===== config.mk =====
export PLATFORM = sky130hd
export DESIGN_NAME = mem_port_arbiter
export DESIGN_NICKNAME = d
export VERILOG_FILES = /design/src/rtl/arm_mem_pkg.sv /design/src/rtl/sat_counter.sv /design/src/rtl/mem_port_arbiter.sv
export SDC_FILE = /design/constraint.sdc
export NUM_CORES = 1
export LEC_CHECK = 0
export ABC_AREA = 1
export BUFFER_PORTS_ARGS = -buffer_cell sky130_fd_sc_hd__buf_4
export CORE_AREA = 2 2 121 123
export CTS_CLUSTER_DIAMETER = 50
export DETAILED_ROUTE_END_ITERATION = 16
export DIE_AREA = 0 0 123 125
export PLACE_DENSITY = 0.67
export SLEW_MARGIN = 0
export SYNTH_ARGS = -nofsm -noshare
export SYNTH_HDL_FRONTEND = slang
export SYNTH_SLANG_ARGS = --single-unit

===== constraint.sdc =====
create_clock -name CLK -period 3.3 [get_ports CLK]
set_clock_uncertainty 0.05 [all_clocks]
set_input_delay 0.495 -clock CLK [delete_from_list [all_inputs] [get_ports CLK]]
set_output_delay 0.495 -clock CLK [all_outputs]
set_load 0.1 [all_outputs]

===== src/rtl/arm_mem_pkg.sv =====
// Shared types and defaults for the instruction/data memory port arbiter.
package arm_mem_pkg;

    localparam int ARM_ADDR_W = 32;
    localparam int ARM_DATA_W = 32;
    localparam int ARM_CNT_W  = 16;

    typedef enum logic [1:0] {
        IDLE   = 2'd0,
        BUSY_I = 2'd1,
        BUSY_D = 2'd2
    } state_t;

    typedef enum logic {
        GNT_I = 1'b0,
        GNT_D = 1'b1
    } gnt_t;

endpackage


===== src/rtl/sat_counter.sv =====
// Saturating up-counter used for the arbiter's debug statistics.
module sat_counter #(
    parameter int CNT_W = 16
) (
    input  logic             CLK,
    input  logic             RESET,
    input  logic             inc,
    output logic [CNT_W-1:0] count
);

    logic [CNT_W-1:0] count_q, count_d;

    always_comb begin
        count_d = count_q;
        if (inc && (count_q != {CNT_W{1'b1}}))
            count_d = count_q + 1'b1;
    end

    always_ff @(posedge CLK or posedge RESET) begin
        if (RESET) count_q <= '0;
        else       count_q <= count_d;
    end

    assign count = count_q;

endmodule


===== src/rtl/mem_port_arbiter.sv =====
// Round-robin arbiter sharing one single-port synchronous RAM between the
// fetch port and the load/store port; read data returns one cycle after issue.
module mem_port_arbiter
    import arm_mem_pkg::*;
#(
    parameter int ADDR_W = ARM_ADDR_W,
    parameter int DATA_W = ARM_DATA_W,
    parameter int CNT_W  = ARM_CNT_W
) (
    input  logic              CLK,
    input  logic              RESET,
    input  logic              i_req,
    input  logic [ADDR_W-1:0] i_addr,
    output logic [DATA_W-1:0] i_rdata,
    output logic              i_ack,
    input  logic              d_req,
    input  logic              d_we,
    input  logic [ADDR_W-1:0] d_addr,
    input  logic [DATA_W-1:0] d_wdata,
    output logic [DATA_W-1:0] d_rdata,
    output logic              d_ack,
    output logic              m_en,
    output logic              m_we,
    output logic [ADDR_W-1:0] m_addr,
    output logic [DATA_W-1:0] m_wdata,
    input  logic [DATA_W-1:0] m_rdata,
    output logic              stall_f,
    output logic              stall_m,
    output logic [CNT_W-1:0]  i_grants,
    output logic [CNT_W-1:0]  d_grants,
    output logic [CNT_W-1:0]  conflicts
);

    state_t state_q, state_d;
    gnt_t   last_q, last_d;
    logic   dwe_q, dwe_d;
    logic   i_elig, d_elig, gnt_i, gnt_d, conflict;

    // A port is ineligible during its own ack cycle, so a held request is not re-issued.
    always_comb begin
        i_elig  = i_req && (state_q != BUSY_I) && !RESET;
        d_elig  = d_req && (state_q != BUSY_D) && !RESET;
        gnt_i   = i_elig && (!d_elig || (last_q == GNT_D));
        gnt_d   = d_elig && !gnt_i;
        state_d = IDLE;
        last_d  = last_q;
        dwe_d   = dwe_q;
        if (gnt_i) begin
            state_d = BUSY_I;
            last_d  = GNT_I;
        end else if (gnt_d) begin
            state_d = BUSY_D;
            last_d  = GNT_D;
            dwe_d   = d_we;
        end
    end

    always_ff @(posedge CLK or posedge RESET) begin
        if (RESET) begin
            state_q <= IDLE;
            last_q  <= GNT_D;
            dwe_q   <= 1'b0;
        end else begin
            state_q <= state_d;
            last_q  <= last_d;
            dwe_q   <= dwe_d;
        end
    end

    assign m_en    = gnt_i || gnt_d;
    assign m_we    = gnt_d && d_we;
    assign m_addr  = gnt_i ? i_addr : (gnt_d ? d_addr : '0);
    assign m_wdata = gnt_d ? d_wdata : '0;

    assign i_ack   = (state_q == BUSY_I);
    assign d_ack   = (state_q == BUSY_D);
    assign i_rdata = i_ack ? m_rdata : '0;
    assign d_rdata = (d_ack && !dwe_q) ? m_rdata : '0;

    assign stall_f = i_req && !i_ack;
    assign stall_m = d_req && !d_ack;

    // Any outstanding request that did not win this cycle counts as contention.
    assign conflict = !RESET && ((stall_f && !gnt_i) || (stall_m && !gnt_d));

    sat_counter #(.CNT_W(CNT_W)) u_i_cnt (
        .CLK(CLK), .RESET(RESET), .inc(gnt_i), .count(i_grants)
    );
    sat_counter #(.CNT_W(CNT_W)) u_d_cnt (
        .CLK(CLK), .RESET(RESET), .inc(gnt_d), .count(d_grants)
    );
    sat_counter #(.CNT_W(CNT_W)) u_c_cnt (
        .CLK(CLK), .RESET(RESET), .inc(conflict), .count(conflicts)
    );

endmodule

-- Word level (Yosys, flattened, before mapping)
Index checks and enable logic that the tools add are counted.
- add/subtract/negate cells: 3
- eq/ne operators: 7
- mux-type cells: 9
- bitwise gates (word level): 1
- reduce and logical (&&, ||, !) cells: 28
- operators by type and width (kind ; count):
    $mux W32 ; 5
    $add A16 B1 Y16 const B ; 3
    $ne A16 B16 Y1 const B ; 3
    $logic_and A1 B1 Y1 ; 16
    $logic_not A1 Y1 ; 7
    $mux W2 ; 2
    $logic_or A1 B1 Y1 ; 3
    $eq A2 B1 Y1 const B ; 1
    $eq A2 B2 Y1 const B ; 1
    $mux W1 ; 2
    $ne A2 B1 Y1 const B ; 1
    $ne A2 B2 Y1 const B ; 1
    $reduce_and A2 Y1 ; 1
    $reduce_bool A2 Y1 ; 1
    $not A1 Y1 ; 1
- register bits after elaboration: 52
- input port bits: 133
- output and inout bits: 182
- word-level logic and storage cells: 54

-- Longest topological paths before layout
Gate-level depths: netlist (run 1).
- depth after elaboration: 13
- mapped depth: 10
- mapped depth without buffers: 9

-- By module
Synthesis (run 1) repeated with hierarchy kept, for this count alone.
- cells, all modules: 759
- area, all modules: 4643.2 µm²
- by module, submodules not included (module ; times used ; cells each ; area each (µm²) ; sequential area each (µm²)):
    sat_counter ; 3 ; 150 ; 1069.8 ; 400.4
    mem_port_arbiter ; 1 ; 309 ; 1433.9 ; 101.3

-- Worst setup path before layout (run 1)
No wires, ideal clock.
- path type: input port to output port
- start: in RESET
- end: out m_wdata[10]
- data arrival time: 3656 ps
- data required time: 2755 ps
- slack: -901 ps
- stages: 7
- path buffers: 2
- path through: inv_1 -> nand3_2 -> inv_2 -> nand2_4 -> buf_4 -> buf_4 -> nor2_1
- longest elaborated chain between the ends: 8
- elaborated cells on any way between the ends: 9
- those cells by class: mux: 1; reduce/logical: 8
- ends and longest elaborated chain (element ; line ; text):
    start: declaration ; mem_port_arbiter.sv:11 ; input logic RESET,
    $logic_not A1 Y1 (no line) (*) ; n/a ;
    $logic_and A1 B1 Y1 ; mem_port_arbiter.sv:42 ; d_elig = d_req && (state_q != BUSY_D) && !RESET;
    $logic_not A1 Y1 ; mem_port_arbiter.sv:43 ; gnt_i = i_elig && (!d_elig || (last_q == GNT_D));
    $logic_or A1 B1 Y1 ; mem_port_arbiter.sv:43 ;
    $logic_and A1 B1 Y1 ; mem_port_arbiter.sv:43 ;
    $logic_not A1 Y1 ; mem_port_arbiter.sv:44 ; gnt_d = d_elig && !gnt_i;
    $logic_and A1 B1 Y1 (*) ; mem_port_arbiter.sv:44 ;
    $mux W32 (*) ; mem_port_arbiter.sv:73 ; assign m_wdata = gnt_d ? d_wdata : '0;
    end: declaration ; mem_port_arbiter.sv:25 ; output logic [DATA_W-1:0] m_wdata,
Mark *: on every way between the ends. The rest lies on a longest branch, timed or not.

-- Worst setup path in the final report (run 1)
- start: reg state_q[1]
- end: out m_addr[28]
- longest elaborated chain between the ends: 10
- elaborated cells on any way between the ends: 13
- those cells by class: eq/ne: 2; mux: 2; reduce/logical: 9
- ends and longest elaborated chain (element ; line ; text):
    start: declaration ; mem_port_arbiter.sv:34 ; state_t state_q, state_d;
    start signal: assignment ; mem_port_arbiter.sv:64 ; state_q <= state_d;
    $ne A2 B2 Y1 ; mem_port_arbiter.sv:42 ;
    $logic_and A1 B1 Y1 (2 in series) ; mem_port_arbiter.sv:42 ;
    $logic_not A1 Y1 ; mem_port_arbiter.sv:43 ;
    $logic_or A1 B1 Y1 ; mem_port_arbiter.sv:43 ;
    $logic_and A1 B1 Y1 ; mem_port_arbiter.sv:43 ;
    $logic_not A1 Y1 ; mem_port_arbiter.sv:44 ;
    $logic_and A1 B1 Y1 ; mem_port_arbiter.sv:44 ;
    $mux W32 ; mem_port_arbiter.sv:72 ; assign m_addr = gnt_i ? i_addr : (gnt_d ? d_addr : '0);
    $mux W32 (*) ; mem_port_arbiter.sv:72 ;
    end: declaration ; mem_port_arbiter.sv:24 ; output logic [ADDR_W-1:0] m_addr,
Marked as above.

==> impl_summary.md, run 1 <==
Clocking
The CTS tree is built. The clock net sink count is 52. For the worst-skew pair, the clock arrives at the later sink with an insertion delay of approximately 0.3 ns. CTS placed an instance of clkbuf_16 at the clock tree root. The clock slew at the register clock pins of the worst setup and hold paths is 0.08 ns. The H-tree depth is 2. Counting along the longest clock path gives a buffer depth of 2. The number of gates resized after CTS was 0. After clock tree synthesis, the flow added hold-fix buffers numbering 0. TritonCTS created 5 clock buffers. The post-CTS setup buffer count is 0.

Floorplan
For this configuration, the core starts out at a cell density of 0.3058. During I/O placement, the number of pins put on the boundary was between 300 and 400. The area of the placeable core is between 10000 and 15000 um2. The die extent in y is 125 um.

The die is 123 um wide. The site row count is 44. The die area is 15380 um2.

Pwr
In this run the static leakage power is 4.179 nW. Summed over all nets, the switching power comes to 0.001997 W. Power spread over the standard cell area amounts to 496.3 nW/um2.

The register share of total power is 0.242. The switching part of the total power is 0.5677. The worst-case IR drop observed on VDD is 0.5576 mV. The clock group share of total power is 0.173. The share of power burned in combinational logic is 0.585. The internal portion of the total power is 0.001520 W.

Yosys
The share of the yosys chip area belonging to registers is 0.2999. The number of nets handed over by synthesis was 892. The post-synthesis sequential element count is 52.

The count of different cell masters after synthesis is 32. The most used flip-flop cell after synthesis is dfrtp_1. Yosys mapped a number of flops with a built-in enable equal to 0. The Yosys warning count is 0. Yosys attributes the largest share of cell area to dfrtp_1, nand2_1, nor2_1. The area share of the largest cell type after synthesis is 0.2939. The post-synthesis area per instance is approximately 5.7 um2.

Synthesis handed over a netlist of 756 instances. For this run, asynchronously set or reset flops after synthesis account for 1.000. The leading area contributor after synthesis is dfrtp_1. The cell area after synthesis is 4343 um2.

Timing
Setup repair after global routing left no endpoint under its margin. In the final timing run, aggregate negative setup slack is 0 ns. Final hold analysis gives a worst-case slack of 0.4286 ns.

The transition time of the tightest slew-check pin is 0.6985 ns. The final setup violation count is 0. The post-layout worst setup margin is between 0.6 and 0.7 ns. The clock period could shrink to 2.678 ns. The hold violation total from the final report is 0. Static timing analysis puts the maximum clock frequency at 0.3734 GHz.

The max-slew violation total from the final report is 0. In this run the tightest slew margin relative to its limit is 0.5344. Of the available clock period, the critical path in the final layout requires 0.8115.

GRT
For this run, the total global-route usage over all layers was measured as 0.2482. The initial antenna violation count is 7. For met1 alone, demand over resource in global routing was 0.3319. The maximum number of pins on one net before global-route repair is 53.

The most used routing layer is met2. The via count of the first global-routing pass is approximately 4900. For this run the aggregate overflow at the end of global routing stands at 0. For met3 alone, demand over resource in global routing was 0.1464.

The wire length of the first global-routing pass is between 20000 and 30000 um. The global routing usage on met2 is 0.3578.

Drt
After detailed routing, the average wire length per cell comes to ~16 um. Once detail routing completed, the nets flagged for antenna violations numbered 0. The starting DRC count in detailed routing is 361. After detailed routing, the number of remaining DRC violations is 0. Summed over all layers, the routed wires come to 19820 um.

The via count of the routed design is 5539. The first-pass detailed-route iteration total is 5. The vias per cell is 4.449.

Setup path
The critical path goes through inv_1 > nand2_2 > nand2_2 > nor2_8 > nand2_8 > clkinv_2 > nand2_1 > nand2_1 > buf_4. The slowest stage of the critical path belongs to the cell clkinv_2. The delay of the slowest critical-path stage is 0.46 ns. Together, buffers and inverters on the worst path number 3.

The worst flop-to-flop path endpoint is u_c_cnt.count[14]. The data arrival time of the critical path is 2.13 ns. The critical path data required time is 2.75 ns.

The kind of critical path is reg -> out. Measured in cells, the most critical reg-to-reg path has a length of 8. In this run the critical register-to-register path is launched from state_q[0].

The worst setup path is launched from a flip-flop. The cell class contributing the biggest share of worst-path delay is buffers and inverters. Along the worst path, the maximum fanout reaches 36. The setup check on the worst reg-to-reg path leaves a slack of 1.19 ns. The path length in cells of the critical path is 9. The type of element capturing the critical path is an output pin.

Job
Max-cap violations in this run came to 0.

Layout
The layout filler cell count is 1529. The fraction of layout cells with a size suffix above 1 is 0.3642. The area overhead of the layout relative to synthesis is 63.18%. The finished layout holds 1245 standard cells, fillers aside.

The multi-input combinational cell area is 2567 um2. The final standard cell utilization of the core is 0.4989. The area used by sequential logic in the layout is roughly 1300 um2.

The final-stage net count is 1192.

Placement
After legalization and detailed placement, the total HPWL measured 16160 um. The total of buffers placed on input and output ports is 314. The global placement routability congestion is slightly above 0.9.

At the placement stage, the worst setup path has a slack of 0.7512 ns. The cell count after placement is 1233.

Worst hold path
The path class of the tightest hold or removal check is in -> async.

Status
The flow ran to the end, and the final reports show no timing, DRC or antenna violations.
==> power groups by stage <==
stage	clock (W)	sequential [W]	combinational (W)
3_3_place_gp	0	0.000861	0.00205
2_1_floorplan	0	0.00143	0.000984
4_1_cts	0.000625	0.000852	0.00206
6_report	0.000607	0.000852	0.00206
3_5_place_dp	0	0.000862	0.00206
5_1_grt	0.000650	0.000872	0.00215
==> routing by layer <==
layer,share of wire,vias to the layer above
li1,-,2832
met1,0.42,2472
met2,0.42,212
met3,0.15,17
met4,0.0067,6
met5,0.0018,-
==> worst register-to-register path, cell delays in order, from the launching register on <==
cell	delay [ns]
dfrtp_1	0.40
nand2_2	0.09
nand2_2	0.09
nor2_8	0.13
nand2_1	0.27
nor2_1	0.58
buf_4	0.29
nand2_1	0.08
nand2_1	0.07
==> cells by family (layout without fill, tap and decap cells) <==
logic type,count (synthesis),in the layout,synth area share
adders and majority gates,3,3,0.008644
xor gates and xnor gates,19,19,0.03832
other,0,4,0
and+or+nand+nor,516,516,0.4880
AOI/OAI and AO/OA,30,30,0.03716
buffers and inverters,136,437,0.1279
DFF,52,52,0.2999
==> sequential cells by signal, summed over array words and instances (netlist names) <==
signal and count:
dwe_q 1, last_q 1, state_q 2, u_c_cnt.count 16
u_d_cnt.count 16, u_i_cnt.count 16
==> synth_stat cells (2+ instances only) <==
master	instances
nand3_1	15
nor2_4	4
nand2_2	4
o21ai_0	26
nand2_4	2
buf_4	4
xnor2_1	8
xor2_1	11
clkbuf_1	7
dfrtp_1	51
buf_2	10
nand3b_1	3
buf_6	2
inv_2	4
nand4_1	11
ha_1	3
inv_1	106
nor2_1	146
o21ai_1	2
nand3_2	3
nand2_1	323
==> layout make-up <==
| type | instances | area share |
|---|---|---|
| Clock inverter | 3 | 0.006003 |
| Timing Repair Buffer | 318 | 0.3369 |
| Antenna cell | 4 | 0.001412 |
| Clock buffer | 5 | 0.01766 |
| Tap cell | 184 | 0.03249 |
| Sequential cell | 52 | 0.1838 |
| Inverter | 111 | 0.05950 |
| Multi-Input combinational cell | 568 | 0.3623 |
==> worst max path at each step <==
| stage | start | to | slack (ns) |
|---|---|---|---|
| after floorplan | RESET | m_wdata[10] | 0.15 |
| after global placement | RESET | m_addr[28] | 0.77 |
| after detailed placement | RESET | m_addr[28] | 0.75 |
| after CTS | state_q[1] | m_addr[28] | 0.61 |
| after global routing | state_q[0] | m_addr[5] | 0.45 |
| final | state_q[1] | m_addr[28] | 0.62 |
==> metrics by stage <==
stage	cell area [um2]	power (W)
floorplan	4429	0.002416
global placement	6909	0.002915
detailed placement	6909	0.002923
CTS	7077	0.003541
global route	7077	0.003667
finish	7087	0.003517
==> cells in the final DEF, fill, tap and decap left out, types with 3 or more instances in the layout <==
master	count
nand3_1	15
nor2_2	34
xor2_1	11
buf_4	318
inv_2	4
diode_2	4
ha_1	3
nor2_4	4
nand3b_1	3
nand4_1	11
o21ai_0	26
nand2_2	4
inv_1	105
dfrtp_1	51
xnor2_1	8
nor2_1	113
nand2_1	323
nand3_2	3
clkbuf_16	5
No activity file was read; power rests on OpenSTA's default activity.
==> run 2: changes to the inputs <==
- CORE_AREA: 2 2 121 123 -> 2 2 124 126
- DIE_AREA: 0 0 123 125 -> 0 0 126 128
- clock period: 3.3 -> 2.4 ns (I/O delays scaled with it)
==> run 2 against run 1 <==
Critical path depth is the same. Via count shrank 0.20%. Worst hold slack lost 0.16 ns. Setup slack lost 0.54 ns. Global-route usage shrank 4.2 points. First-iteration DRC count shrank 35%. Routed wire length shrank 9.8%. Sequential cell count is the same. Core utilization grew 4.4 points. Critical endpoint is now m_wdata[7].
==> impl_summary.md, run 2 (same netlist as run 1, synthesis figures left out) <==
Status
The flow ran to the end, and the final reports show no timing, DRC or antenna violations.

Drt
In this run, the number of DRC markers left after iteration 0 of detailed routing was roughly 240. The number of DRC violations after detailed routing is 0. The first-pass detailed-route iteration total is 4.

After detailed routing, the average wire length per cell comes to 14.31 um. The vias per cell is roughly 4.4. The total wire length is 17880 um. Summing over every cut layer, the via total after detailed routing is 5528. In this run the remaining antenna-violating nets after routing total 0.

Timing
Hold timing on the final database bottoms out at a slack of around 0.27 ns. The max-slew violation total from the final report came to 0. In this run the tightest slew margin relative to its limit is 0.5463. The transition time of the tightest slew-check pin is 0.6805 ns.

The hold violation total from the final report is 0. Based on the critical path, the design can be clocked at up to 0.4310 GHz. The smallest clock period supported by the final layout is computed as 2.320 ns. Setup violations remaining at the end of the flow were counted as 0. Setup slack closes at around 0.080 ns. The final worst-path cycle share is 0.9666. Summed over all failing endpoints, the final setup total negative slack is 0 ns.

Layout
The library cells used most frequently in the layout, excluding fill and tap cells, are buf_4, nand2_1, nor2_1. The layout has 1476 filler cells. The repair_antennas step left the layout with diodes totalling 0. Leaving out fill and tap cells, the most frequent cell in the layout is buf_4. Summing all flip-flop and latch instances after layout gives 1303 um2. The post-route standard cell area excluding fillers is approximately 8100 um2. The fraction of layout cells with a size suffix above 1 is 0.4181. The multi-input combinational cells in the finished layout cover a total of 3372 um2. The final layout contains ~1200 nets. The area overhead of the layout relative to synthesis is 85.94%.

Setup path
The delay of the slowest critical-path stage is 0.37 ns. STA classifies the critical path endpoint as an output pin. The data arrival time of the critical path is 1.91 ns. The sort of element at the start of the critical path is a flip-flop. The critical path is of the reg -> out type.

For the worst setup path, the data required time is 1.99 ns. Walking the worst path, the cells encountered are inv_1 > nand2_2 > nand2_2 > nor2_8 > nand2_8 > nand2_4 > buf_16 > nor2_4 > buf_4. On the critical path, the stage with the largest delay is an instance of dfrtp_1.

Of all nets on the critical path, the largest fanout is 38. The most numerous cell type found on the critical path is nand2_2.

Floorplan
The total area inside the core boundary comes to 14860 um2. The initial cell density of the core is 0.2922. The floorplan step set the die width to 126 um.

The count of pins on the block boundary is 315. The die covers about 16000 um2. The die extent in y is 128 um. Row generation in the floorplan step produced 45 rows.

Clocking
TritonCTS built the clock tree. The clock reaches the later pin of the worst-skew pair after 0.30 ns. The clock net sink count is 52.

After clock tree synthesis, the clock-pin slew on the worst setup and hold paths is 0.07 ns. The H-tree depth is 2. In this run the post-CTS setup repair buffer count came out at 0.

The maximum number of buffers from clock root to sink is 2. The number of CTS-inserted buffers is 5. The cell at the root of the clock tree is clkbuf_16.

Worst hold path
The classification of the worst-slack hold path is in -> async.

GRT
The via count of the first global-routing pass is 4991. The global-route usage over all layers is 0.2058. The maximum number of pins on one net before global-route repair is 53. The first global-routing pass estimated between 20000 and 30000 um of wire. The initial antenna violation count is 0. The sum of overflow across all layers after global routing is 0.

Pwr
The total power draw is 0.004938 W. IR analysis of the VDD net gives a maximum drop of 0.8002 mV. The power density over cell area is 611.5 nW/um2. The total leakage power is 4.449 nW.

Job
The tool flagged a number of max-cap violations equal to 0.

Placement
The global placement routability congestion is 0.8239. The placed wire-length estimate after detailed placement is 14750 um. The post-placement worst setup slack is 0.2946 ns.

The total of buffers placed on input and output ports is between 300 and 400. The cell area after placement is 7821 um2.
## run 2: critical path, delay by kind of cell (launching register included)
family | cells | cell delay (ns)
flip-flops | 1 | 0.37
buffers and inverters | 3 | 0.65
AND/OR/NAND/NOR | 6 | 0.55
## run 2: path summary, 6_finish.rpt
path                             startpoint                to  depth (start not counted)  slack [ns]
min                                   RESET             dwe_q                          3        0.27
min in group CLK                      d_req            last_q                          3        0.33
max reg2reg                u_d_cnt.count[0]  u_d_cnt.count[3]                          9        0.47
max in group asynchronous             RESET  u_d_cnt.count[7]                          3        1.57
min reg2reg                           dwe_q             dwe_q                          2        0.45
max                              state_q[1]        m_wdata[7]                          9        0.08
## run 2: what timing repair did
item / in CTS / in global routing
hold buffers: 0 / 0
endpoints found under the setup margin: 1 / 43
resized for setup: 1 / 27
## run 2: layout make-up
type	instances	share of cell area
Multi-Input combinational cell	568	0.4176
Timing Repair Buffer	323	0.3206
Sequential cell	52	0.1613
Inverter	111	0.05315
Tap cell	188	0.02913
Clock buffer	5	0.01549
Clock inverter	3	0.002789
## run 2: report_power, final
| part | internal (W) | switching [W] | leakage, nW | total, W |
|---|---|---|---|---|
| clock | 0.000391 | 0.000348 | 0.0742 | 0.000739 |
| sequential | 0.000998 | 0.000175 | 0.700 | 0.00117 |
| combinational | 0.000703 | 0.00232 | 3.67 | 0.00303 |
## run 2: routing by layer
metal | vias to the layer above | share of wire | track usage
met1 | 2485 | 0.40 | 0.2471
met4 | 0 | 0.017 | 0.05236
li1 | 2838 | - | -
met5 | - | 0 | 0
met3 | 21 | 0.078 | 0.05927
met2 | 184 | 0.50 | 0.3624
## run 2: stage by stage
| stage | utilization | cells |
|---|---|---|
| final | 0.5433 | 1250 |
| after global routing | 0.5433 | 1250 |
| after CTS | 0.5364 | 1250 |
| after detailed placement | 0.5262 | 1242 |
| after global placement | 0.5262 | 1242 |
| after floorplan | - | 756 |
